`src/rtl/perceptron_driver.sv`:
```
// rtl/perceptron_driver.sv - host-side sequencer feeding config and samples into the perceptron core
// Optional weight readback after each sample is enabled by defining PERCEPTRON_READBACK_EN.
module perceptron_driver #(
  parameter int TIMEOUT = 16
) (
  input  logic       i_clk,
  input  logic       i_reset,
  input  logic       i_cfg_valid,
  input  logic [5:0] i_cfg_w0,
  input  logic [5:0] i_cfg_w1,
  input  logic [5:0] i_cfg_w2,
  input  logic [5:0] i_cfg_n,
  output logic       o_cfg_done,
  input  logic       i_s_valid,
  output logic       o_s_ready,
  input  logic [5:0] i_s_x1,
  input  logic [5:0] i_s_x2,
  input  logic       i_s_update,
  input  logic       i_s_label,
  output logic       o_r_valid,
  input  logic       i_r_ready,
  output logic       o_r_class,
  output logic       o_r_timeout,
  output logic [5:0] o_r_w0,
  output logic [5:0] o_r_w1,
  output logic [5:0] o_r_w2,
  output logic       o_p_go,
  output logic       o_p_update,
  output logic       o_p_correct,
  output logic [1:0] o_p_sel_out,
  output logic [5:0] o_p_in_val,
  input  logic       i_p_sync,
  input  logic       i_p_done,
  input  logic       i_p_classification,
  input  logic [5:0] i_p_out_val
);

  localparam int TW = (TIMEOUT > 1) ? $clog2(TIMEOUT) : 1;
  localparam logic [TW-1:0] TMO_LOAD = TW'(TIMEOUT - 1);

  typedef enum logic [3:0] {
    IDLE, LD_W0, LD_W1, LD_W2, LD_N, READY, TX_X1, TX_X2, WAIT,
`ifdef PERCEPTRON_READBACK_EN
    RB_W0, RB_W1, RB_W2,
`endif
    RESP, DEAD
  } state_t;

  state_t r_state;
  state_t w_next;

  logic [5:0]    r_cfg_w0, r_cfg_w1, r_cfg_w2, r_cfg_n;
  logic [5:0]    r_x1, r_x2;
  logic          r_upd, r_lbl;
  logic [TW-1:0] r_timer;
  logic          r_cfg_done;
  logic          r_class;
  logic          r_timeout;

  logic          w_go, w_upd, w_corr, w_s_ready, w_r_valid;
  logic [1:0]    w_sel;
  logic [5:0]    w_in_val;

  always_comb begin
    w_next    = r_state;
    w_go      = 1'b0;
    w_upd     = 1'b0;
    w_corr    = 1'b0;
    w_sel     = 2'd0;
    w_in_val  = 6'd0;
    w_s_ready = 1'b0;
    w_r_valid = 1'b0;
    case (r_state)
      IDLE: if (i_cfg_valid) w_next = LD_W0;
      LD_W0: begin
        w_go = 1'b1;
        w_in_val = r_cfg_w0;
        if (i_p_sync) w_next = LD_W1;
      end
      LD_W1: begin
        w_go = 1'b1;
        w_in_val = r_cfg_w1;
        if (i_p_sync) w_next = LD_W2;
      end
      LD_W2: begin
        w_go = 1'b1;
        w_in_val = r_cfg_w2;
        if (i_p_sync) w_next = LD_N;
      end
      LD_N: begin
        w_go = 1'b1;
        w_in_val = r_cfg_n;
        if (i_p_sync) w_next = READY;
      end
      READY: begin
        w_s_ready = 1'b1;
        if (i_s_valid) w_next = TX_X1;
      end
      TX_X1: begin
        w_go = 1'b1;
        w_in_val = r_x1;
        w_upd = r_upd;
        w_corr = r_lbl;
        if (i_p_sync) w_next = TX_X2;
      end
      // The core never syncs x2, so this word is sent for exactly one cycle.
      TX_X2: begin
        w_go = 1'b1;
        w_in_val = r_x2;
        w_upd = r_upd;
        w_corr = r_lbl;
        w_next = WAIT;
      end
      WAIT: begin
        w_upd = r_upd;
        w_corr = r_lbl;
        if (i_p_done) begin
`ifdef PERCEPTRON_READBACK_EN
          w_next = RB_W0;
`else
          w_next = RESP;
`endif
        end else if (r_timer == '0) begin
          w_next = RESP;
        end
      end
`ifdef PERCEPTRON_READBACK_EN
      RB_W0: begin
        w_sel = 2'd3;
        w_next = RB_W1;
      end
      RB_W1: begin
        w_sel = 2'd2;
        w_next = RB_W2;
      end
      RB_W2: begin
        w_sel = 2'd1;
        w_next = RESP;
      end
`endif
      // After a timeout the core state is unknown, so the driver parks until reset.
      RESP: begin
        w_r_valid = 1'b1;
        if (i_r_ready) w_next = r_timeout ? DEAD : READY;
      end
      DEAD: w_next = DEAD;
      default: w_next = IDLE;
    endcase
  end

  always_ff @(posedge i_clk) begin
    if (i_reset) begin
      r_state    <= IDLE;
      r_cfg_w0   <= '0;
      r_cfg_w1   <= '0;
      r_cfg_w2   <= '0;
      r_cfg_n    <= '0;
      r_x1       <= '0;
      r_x2       <= '0;
      r_upd      <= 1'b0;
      r_lbl      <= 1'b0;
      r_timer    <= '0;
      r_cfg_done <= 1'b0;
      r_class    <= 1'b0;
      r_timeout  <= 1'b0;
    end else begin
      r_state <= w_next;
      if (r_state == IDLE && i_cfg_valid) begin
        r_cfg_w0 <= i_cfg_w0;
        r_cfg_w1 <= i_cfg_w1;
        r_cfg_w2 <= i_cfg_w2;
        r_cfg_n  <= i_cfg_n;
      end
      if (r_state == LD_N && i_p_sync) r_cfg_done <= 1'b1;
      if (r_state == READY && i_s_valid) begin
        r_x1  <= i_s_x1;
        r_x2  <= i_s_x2;
        r_upd <= i_s_update;
        r_lbl <= i_s_label;
      end
      if (r_state == TX_X2) begin
        r_timer <= TMO_LOAD;
      end else if (r_state == WAIT && r_timer != '0) begin
        r_timer <= r_timer - 1'b1;
      end
      if (r_state == WAIT) begin
        if (i_p_done) r_class <= i_p_classification;
        else if (r_timer == '0) r_timeout <= 1'b1;
      end
    end
  end

`ifdef PERCEPTRON_READBACK_EN
  logic [5:0] r_w0, r_w1, r_w2;

  always_ff @(posedge i_clk) begin
    if (i_reset) begin
      r_w0 <= '0;
      r_w1 <= '0;
      r_w2 <= '0;
    end else begin
      if (r_state == RB_W0) r_w0 <= i_p_out_val;
      if (r_state == RB_W1) r_w1 <= i_p_out_val;
      if (r_state == RB_W2) r_w2 <= i_p_out_val;
    end
  end

  assign o_r_w0 = r_w0;
  assign o_r_w1 = r_w1;
  assign o_r_w2 = r_w2;
`else
  logic w_unused_out_val;
  assign w_unused_out_val = ^i_p_out_val;
  assign o_r_w0 = 6'd0;
  assign o_r_w1 = 6'd0;
  assign o_r_w2 = 6'd0;
`endif

  assign o_cfg_done  = r_cfg_done;
  assign o_s_ready   = w_s_ready;
  assign o_r_valid   = w_r_valid;
  assign o_r_class   = r_class;
  assign o_r_timeout = r_timeout;
  assign o_p_go      = w_go;
  assign o_p_update  = w_upd;
  assign o_p_correct = w_corr;
  assign o_p_sel_out = w_sel;
  assign o_p_in_val  = w_in_val;

endmodule

```
`config.mk`:
```
export PLATFORM = sky130hd
export DESIGN_NAME = perceptron_driver
export DESIGN_NICKNAME = d
export VERILOG_FILES = /design/src/rtl/perceptron_driver.sv
export SDC_FILE = /design/constraint.sdc
export NUM_CORES = 1
export LEC_CHECK = 0
export ABC_AREA = 0
export CAP_MARGIN = 5
export CORE_MARGIN = 2
export CORE_UTILIZATION = 49
export DETAILED_ROUTE_END_ITERATION = 10
export GPL_ROUTABILITY_DRIVEN = 0
export PLACE_DENSITY_LB_ADDON = 0.05
export SLEW_MARGIN = 40
export SYNTH_ARGS = -nofsm -noshare
export SYNTH_HDL_FRONTEND = slang
export SYNTH_SLANG_ARGS = --single-unit
```
`constraint.sdc`:
```
create_clock -name i_clk -period 4 [get_ports i_clk]
set_input_delay 0.6 -clock i_clk [delete_from_list [all_inputs] [get_ports i_clk]]
set_output_delay 0.6 -clock i_clk [all_outputs]
set_load 0.01 [all_outputs]
```
==> qor.yml, run 1 <==
rsz0062_at_grt: "no"
wl_um: 5780
syn_area_per_cell_um2: 7.81
track_usage_pct: 21.6
wl_per_cell_um: 13.4
ys_types: 41
rows: 25
holdPathStages: 2
hold_buffers: 0
grt_start_max_net_pins: 25
syn_to_final_growth_pct: 24.8
dp_hpwl_um: 4190
drive_gt1_share_pct: 6.30
cp.depth: 6
mostFrequentLayoutCells: "70 x nand2_1, 59 x clkdlybuf4s50_1, 49 x dfxtp_1"
core-area_um2: 4820
cp-startpoint: "r_state[0]$_SDFFE_PP0P_"
setup_viol: 0
syn_area_um2: 2490
critPathLaunchType: "register"
drc: 0
crit_fanout: 20
cts_resized: 0
synth-seq-area-share_pct: 39.4
min_period_over_period_pct: 80.9
path_clk_slew_ns: 0.08
io_buffers: 59
clk_latency_ns: 0.30
r2r_cells: 5
cp_top_family: "flip-flops"
power_density_nw_per_um2: 493
crit_slowest_cell: "dfxtp_1"
io_pins: 86
die_y_um: 75.3
crit_type: "register to primary output"
tightest_slew_ns: 0.809
antenna_left: 0
min_path_type: "register to register"
fmax_mhz: 309
hold_start: "r_upd$_SDFFE_PP0P_"
htree_num_levels: 2
maxCapViolations: 0
num_vias: 2246
nFillCells: 471
cts_buffer_depth: 2
status: "finished, final reports clean"
r2r_start: "r_state[3]$_SDFFE_PP0P_"
path_cells: "nor2b_1, a22oi_1, nor3_1, a221oi_1, o21ai_0, clkdlybuf4s50_1"
synth_cells: 319
antenna_cells: 0
synth-seq-cells: 49
slew_headroom_pct: 46.0
fin_hold_ws_ns: 0.456
grt-ovfl-total: 0
grt_pass1_vias: 2012
cts_tree: "yes"
drtPass1Iterations: 4
required_ns: 3.40
cts_setup_buffers: 0
finalHoldViolations: 0
drtIter0Drc: 174
arrival_ns: 2.64
clock_sinks: 49
slowest_delay_ns: 0.85
peakVddDrop_mv: 0.217
via_per_inst: 5.20
antenna_found_initial: 0
grt_first_pass_wirelength_um: 9270
critPathBufInv: 1
cts_inserted_buffers: 5
die_w_um: 75.3
end_kind: "primary output"
period_minus_slack_ns: 3.24
power_leakage_nw: 1.11
final_common_cell: "nand2_1"
final.setup.tns_ns: 0
cts.root.buffer_cell: "clkbuf_8"
start_util_pct: 51.7
finalMaxSlewViolations: 0
finClkSkew_ns: 0.00834
fp.dieArea_um2: 5670
yosysWarnings: 0
nets: 418
[per-stage QoR]
| stage | setup WS [ns] | area (um2) | total power [W] | util (%) | cells |
|---|---|---|---|---|---|
| finish | 0.764 | 3110 | 0.00153 | 64.6 | 432 |
| global placement | 1.10 | 3020 | 0.00124 | 62.7 | 425 |
| floorplan | 2.02 | 2560 | 0.00107 | - | 338 |
| global route | 0.567 | 3110 | 0.00164 | 64.6 | 432 |
| detailed placement | 1.12 | 3020 | 0.00125 | 62.8 | 425 |
| CTS | 0.781 | 3110 | 0.00154 | 64.6 | 432 |
[power breakdown]
group	leakage [nW]	internal [W]	total, W	switching, W
clock	0.0443	0.000137	0.000288	0.000151
sequential	0.399	0.000563	0.000649	0.0000865
combinational	0.667	0.000271	0.000597	0.000326
[cell usage after synthesis]
cell type | instances | area (um2)
a211oi_1 | 2 | 15.0
a21oi_1 | 46 | 230
ha_1 | 1 | 12.5
a32oi_1 | 2 | 17.5
a221oi_4 | 1 | 26.3
inv_1 | 4 | 15.0
o221ai_2 | 2 | 30.0
buf_2 | 7 | 35.0
a21oi_4 | 1 | 16.3
o21ai_0 | 8 | 40.0
a22oi_1 | 2 | 15.0
mux2i_1 | 6 | 60.1
nand2_1 | 70 | 263
or3b_2 | 1 | 8.76
buf_4 | 21 | 158
or4b_1 | 1 | 10.0
nor3_1 | 9 | 45.0
clkinv_1 | 1 | 3.75
nand3_1 | 17 | 85.1
nand2b_1 | 4 | 25.0
o31ai_2 | 1 | 12.5
buf_1 | 2 | 7.51
mux4_1 | 2 | 52.6
and2_1 | 2 | 12.5
mux2_2 | 1 | 11.3
o21a_1 | 1 | 7.51
a221oi_1 | 6 | 52.6
a31oi_1 | 1 | 6.26
xnor2_1 | 1 | 8.76
conb_1 | 1 | 3.75
dfxtp_1 | 49 | 981
a311oi_1 | 1 | 8.76
nor2_2 | 2 | 12.5
clkbuf_1 | 13 | 48.8
nor2b_1 | 3 | 18.8
o31a_1 | 1 | 8.76
or2_2 | 1 | 6.26
xor2_1 | 2 | 17.5
nor2_1 | 19 | 71.3
and3_1 | 3 | 18.8
or4b_4 | 1 | 13.8
[layer usage]
metal	GRT usage [%]	wire, um	vias up
met5	0	0	-
met4	7.60	89	0
met3	4.63	267	7
met2	34.2	2690	67
met1	29.4	2730	1025
li1	-	-	1147
[cell type report]
type / instances / area [um2] / share of cell area [%]
well taps: 67 / 83.8 / 2.69
clock buffers: 7 / 86.3 / 2.77
multi-input cells: 241 / 1320 / 42.5
inverters: 5 / 18.8 / 0.603
flip-flops and latches: 49 / 981 / 31.5
repair buffers: 63 / 621 / 19.9
[final timing paths]
check                                          endpoint  slack [ns]
worst min-delay path                 r_upd$_SDFFE_PP0P_        0.46
worst max register to register  r_state[0]$_SDFFE_PP0P_        1.88
worst max-delay path                      o_p_in_val[3]        0.76
worst min register to register       r_upd$_SDFFE_PP0P_        0.46
[flip-flops by register name (all words and copies together) (netlist names)]
register and flops:
r_cfg_n 6, r_cfg_w0 6, r_cfg_w1 6, r_cfg_w2 6, r_x1 6, r_x2 6
r_state 4, r_timer 4, o_cfg_done 1, o_r_class 1, o_r_timeout 1, r_lbl 1
r_upd 1
[kinds of logic (layout without fill, tap and decap cells)]
| kind of cell | after synthesis | after routing | synth area share, % |
|---|---|---|---|
| other cells | 1 | 20 | 0.150 |
| fa+ha+maj | 1 | 1 | 0.502 |
| compound gates | 75 | 75 | 19.5 |
| xor+xnor | 3 | 3 | 1.05 |
| flops | 49 | 49 | 39.4 |
| mux | 9 | 9 | 4.97 |
| buf+inv | 48 | 75 | 10.7 |
| simple gates | 133 | 133 | 23.7 |
[worst register-to-register path, stage by stage (launching register included)]
cell and delay, ns:
dfxtp_1 0.77, or4b_4 0.60, a21oi_4 0.25, a221oi_4 0.14
o31a_1 0.14, o31ai_2 0.16
No activity file was read; power rests on OpenSTA's default activity.
==> inputs of run 2 (changes only) <==
--- a/config.mk
+++ b/config.mk
@@ -8,7 +8,7 @@
 export ABC_AREA = 0
 export CAP_MARGIN = 5
 export CORE_MARGIN = 2
-export CORE_UTILIZATION = 49
+export CORE_UTILIZATION = 45
 export DETAILED_ROUTE_END_ITERATION = 10
 export GPL_ROUTABILITY_DRIVEN = 0
 export PLACE_DENSITY_LB_ADDON = 0.05
==> constraint.sdc (replaced) <==
create_clock -name i_clk -period 3.1 [get_ports i_clk]
set_input_delay 0.465 -clock i_clk [delete_from_list [all_inputs] [get_ports i_clk]]
set_output_delay 0.465 -clock i_clk [all_outputs]
set_load 0.01 [all_outputs]
==> run 2 against run 1 <==
Net effect: clock-buffer cell count decreased by 1; critical path depth unchanged; clock skew increased by 0.00080 ns; critical endpoint unchanged; largest power group is now combinational cells.
==> qor.yml, run 2 (synthesis results as in run 1) <==
hold_buffers: 0  # unchanged
slowest_delay_ns: 0.57  # -0.28 ns
crit_type: "register to primary output"
seqCellArea_um2: 982  # +0.13%
track_usage_pct: 20.6  # -0.98 points
nets: 427  # +2.2%
critPathLaunchType: "register"
path_clk_slew_ns: 0.09  # about the same
io_pins: 86  # unchanged
dp_hpwl_um: 4370  # +4.2%
grt_start_max_net_pins: 25  # unchanged
min_path_type: "register to register"
maxCapViolations: 0  # unchanged
drive_gt1_share_pct: 8.80  # +2.5 points
crit_fanout: 17  # -15%
power_leakage_nw: 1.16  # +4.5%
crit_slowest_cell: "dfxtp_2"
multi_input_area_um2: 1320  # -0.47%
final_common_cell: "nand2_1"
via_per_inst: 5.10  # -1.9%
fin_hold_ws_ns: 0.451  # -0.00433 ns
grt-ovfl-total: 0  # unchanged
antenna_left: 0  # unchanged
required_ns: 2.63  # -0.77 ns
setup_ws_ns: 0.358  # -0.405 ns
drtPass1Iterations: 4  # unchanged
end_kind: "primary output"
dp.cells: 439  # +3.3%
path_cells: "nor2b_1, a22oi_1, nor3_1, a221oi_1, o21ai_0, clkdlybuf4s50_1"
min_period_over_period_pct: 88.4
rows: 27  # +8.0%
antenna_found_initial: 0  # unchanged
dp_slack_ns: 0.478  # -0.640 ns
hold_start: "r_upd$_SDFFE_PP0P_"
htree_num_levels: 2  # unchanged
nFillCells: 553  # +17%
mostFrequentLayoutCells: "70 x nand2_1, 59 x clkdlybuf4s50_1, 48 x dfxtp_1"
clk_latency_ns: 0.31  # about the same
fmax_mhz: 365
drc: 0  # unchanged
arrival_ns: 2.28  # -0.36 ns
die_w_um: 78.4  # +4.1%
clock_sinks: 49  # unchanged
period_minus_slack_ns: 2.74
wl_um: 5950  # +3.0%
final.setup.tns_ns: 0  # unchanged
r2r_start: "r_state[1]$_SDFFE_PP0P_"
drtIter0Drc: 152  # -13%
io_buffers: 59  # unchanged
grt_pass1_vias: 2124  # +5.6%
grt_first_pass_wirelength_um: 10100  # +8.6%
wl_per_cell_um: 13.3  # -0.41%
start_util_pct: 45.8  # -5.9 points
status: "finished, final reports clean"
setup_viol: 0  # unchanged
cts_tree: "yes"
num_vias: 2280  # +1.5%
syn_to_final_growth_pct: 28.0
instances_no_fill: 447  # +3.5%
finClkSkew_ns: 0.00914  # +0.000802 ns
die_y_um: 78.4  # +4.1%
cp-startpoint: "r_state[0]$_SDFFE_PP0P_"
cts_buffer_depth: 2  # unchanged
core-area_um2: 5440  # +13%
r2r_setup_slack_ns: 1.07  # -0.81 ns
cts.root.buffer_cell: "clkbuf_8"
peakVddDrop_mv: 0.275  # +27%
tightest_slew_ns: 0.740  # -0.0688 ns
rsz0062_at_grt: "no"
fp.dieArea_um2: 6150  # +8.4%
slew_headroom_pct: 50.6  # +4.7 points
power_density_nw_per_um2: 645  # +31%
cts_inserted_buffers: 5  # unchanged
cts_setup_buffers: 0  # unchanged
finalMaxSlewViolations: 0  # unchanged
finalHoldViolations: 0  # unchanged
antenna_cells: 0  # unchanged
-- run 2: changes by cell type in the layout (fill, tap and decap cells not counted) --
| cell | delta |
|---|---|
| buf_4 | +9 |
| and3_1 | +1 |
| and3_2 | -1 |
| clkbuf_1 | -1 |
| clkinv_2 | +1 |
| clkinv_4 | +1 |
| dfxtp_1 | -1 |
| dfxtp_2 | +1 |
| nand3_1 | +1 |
| nand3_2 | -1 |
-- run 2: worst paths after layout --
check / end / cells past startpoint
worst min-delay path: r_upd$_SDFFE_PP0P_ / 2
worst max-delay path: o_p_in_val[3] / 6
worst max register to register: r_cfg_w0[5]$_SDFFE_PP0P_ / 6
worst min register to register: r_upd$_SDFFE_PP0P_ / 2
-- run 2: cell type report --
| class | instances | share of cell area [%] |
|---|---|---|
| Clock inverter | 2 | 0.431 |
| Inverter | 5 | 0.588 |
| Multi-Input combinational cell | 241 | 41.2 |
| Sequential cell | 49 | 30.8 |
| Clock buffer | 6 | 2.59 |
| Tap cell | 72 | 2.82 |
| Timing Repair Buffer | 72 | 21.6 |
-- run 2: per-layer routing --
metal,part of all wire [%],wire [um],global-route usage [%]
met5,0,0,0
met1,45,2680,26.9
met4,0.86,51,5.79
met3,5.1,302,3.68
met2,49,2920,35.2
-- run 2: worst max-delay path, delay by kind of cell (launching register included) --
| kind | cells | cell delay [ns] |
|---|---|---|
| buffers and inverters | 1 | 0.57 |
| AOI/OAI and AO/OA | 3 | 0.30 |
| DFF | 1 | 0.57 |
| and+or+nand+nor | 2 | 0.52 |
-- run 2: per-stage QoR --
stage | power (W) | utilization (%) | cell area, um2
finish | 0.00206 | 58.7 | 3190
global route | 0.00220 | 58.7 | 3190
CTS | 0.00206 | 58.6 | 3190
detailed placement | 0.00167 | 56.9 | 3090
global placement | 0.00166 | 56.9 | 3090
floorplan | 0.00138 | - | 2560
-- run 2: where the power goes --
| group | leakage [nW] | switching, W | internal (W) |
|---|---|---|---|
| sequential | 0.399 | 0.000103 | 0.000727 |
| combinational | 0.709 | 0.000443 | 0.000392 |
| clock | 0.0512 | 0.000212 | 0.000181 |
-- run 2: timing repair --
action,CTS,global route
setup endpoints to repair,0,1
resized for setup,0,1
hold endpoints to repair,0,0
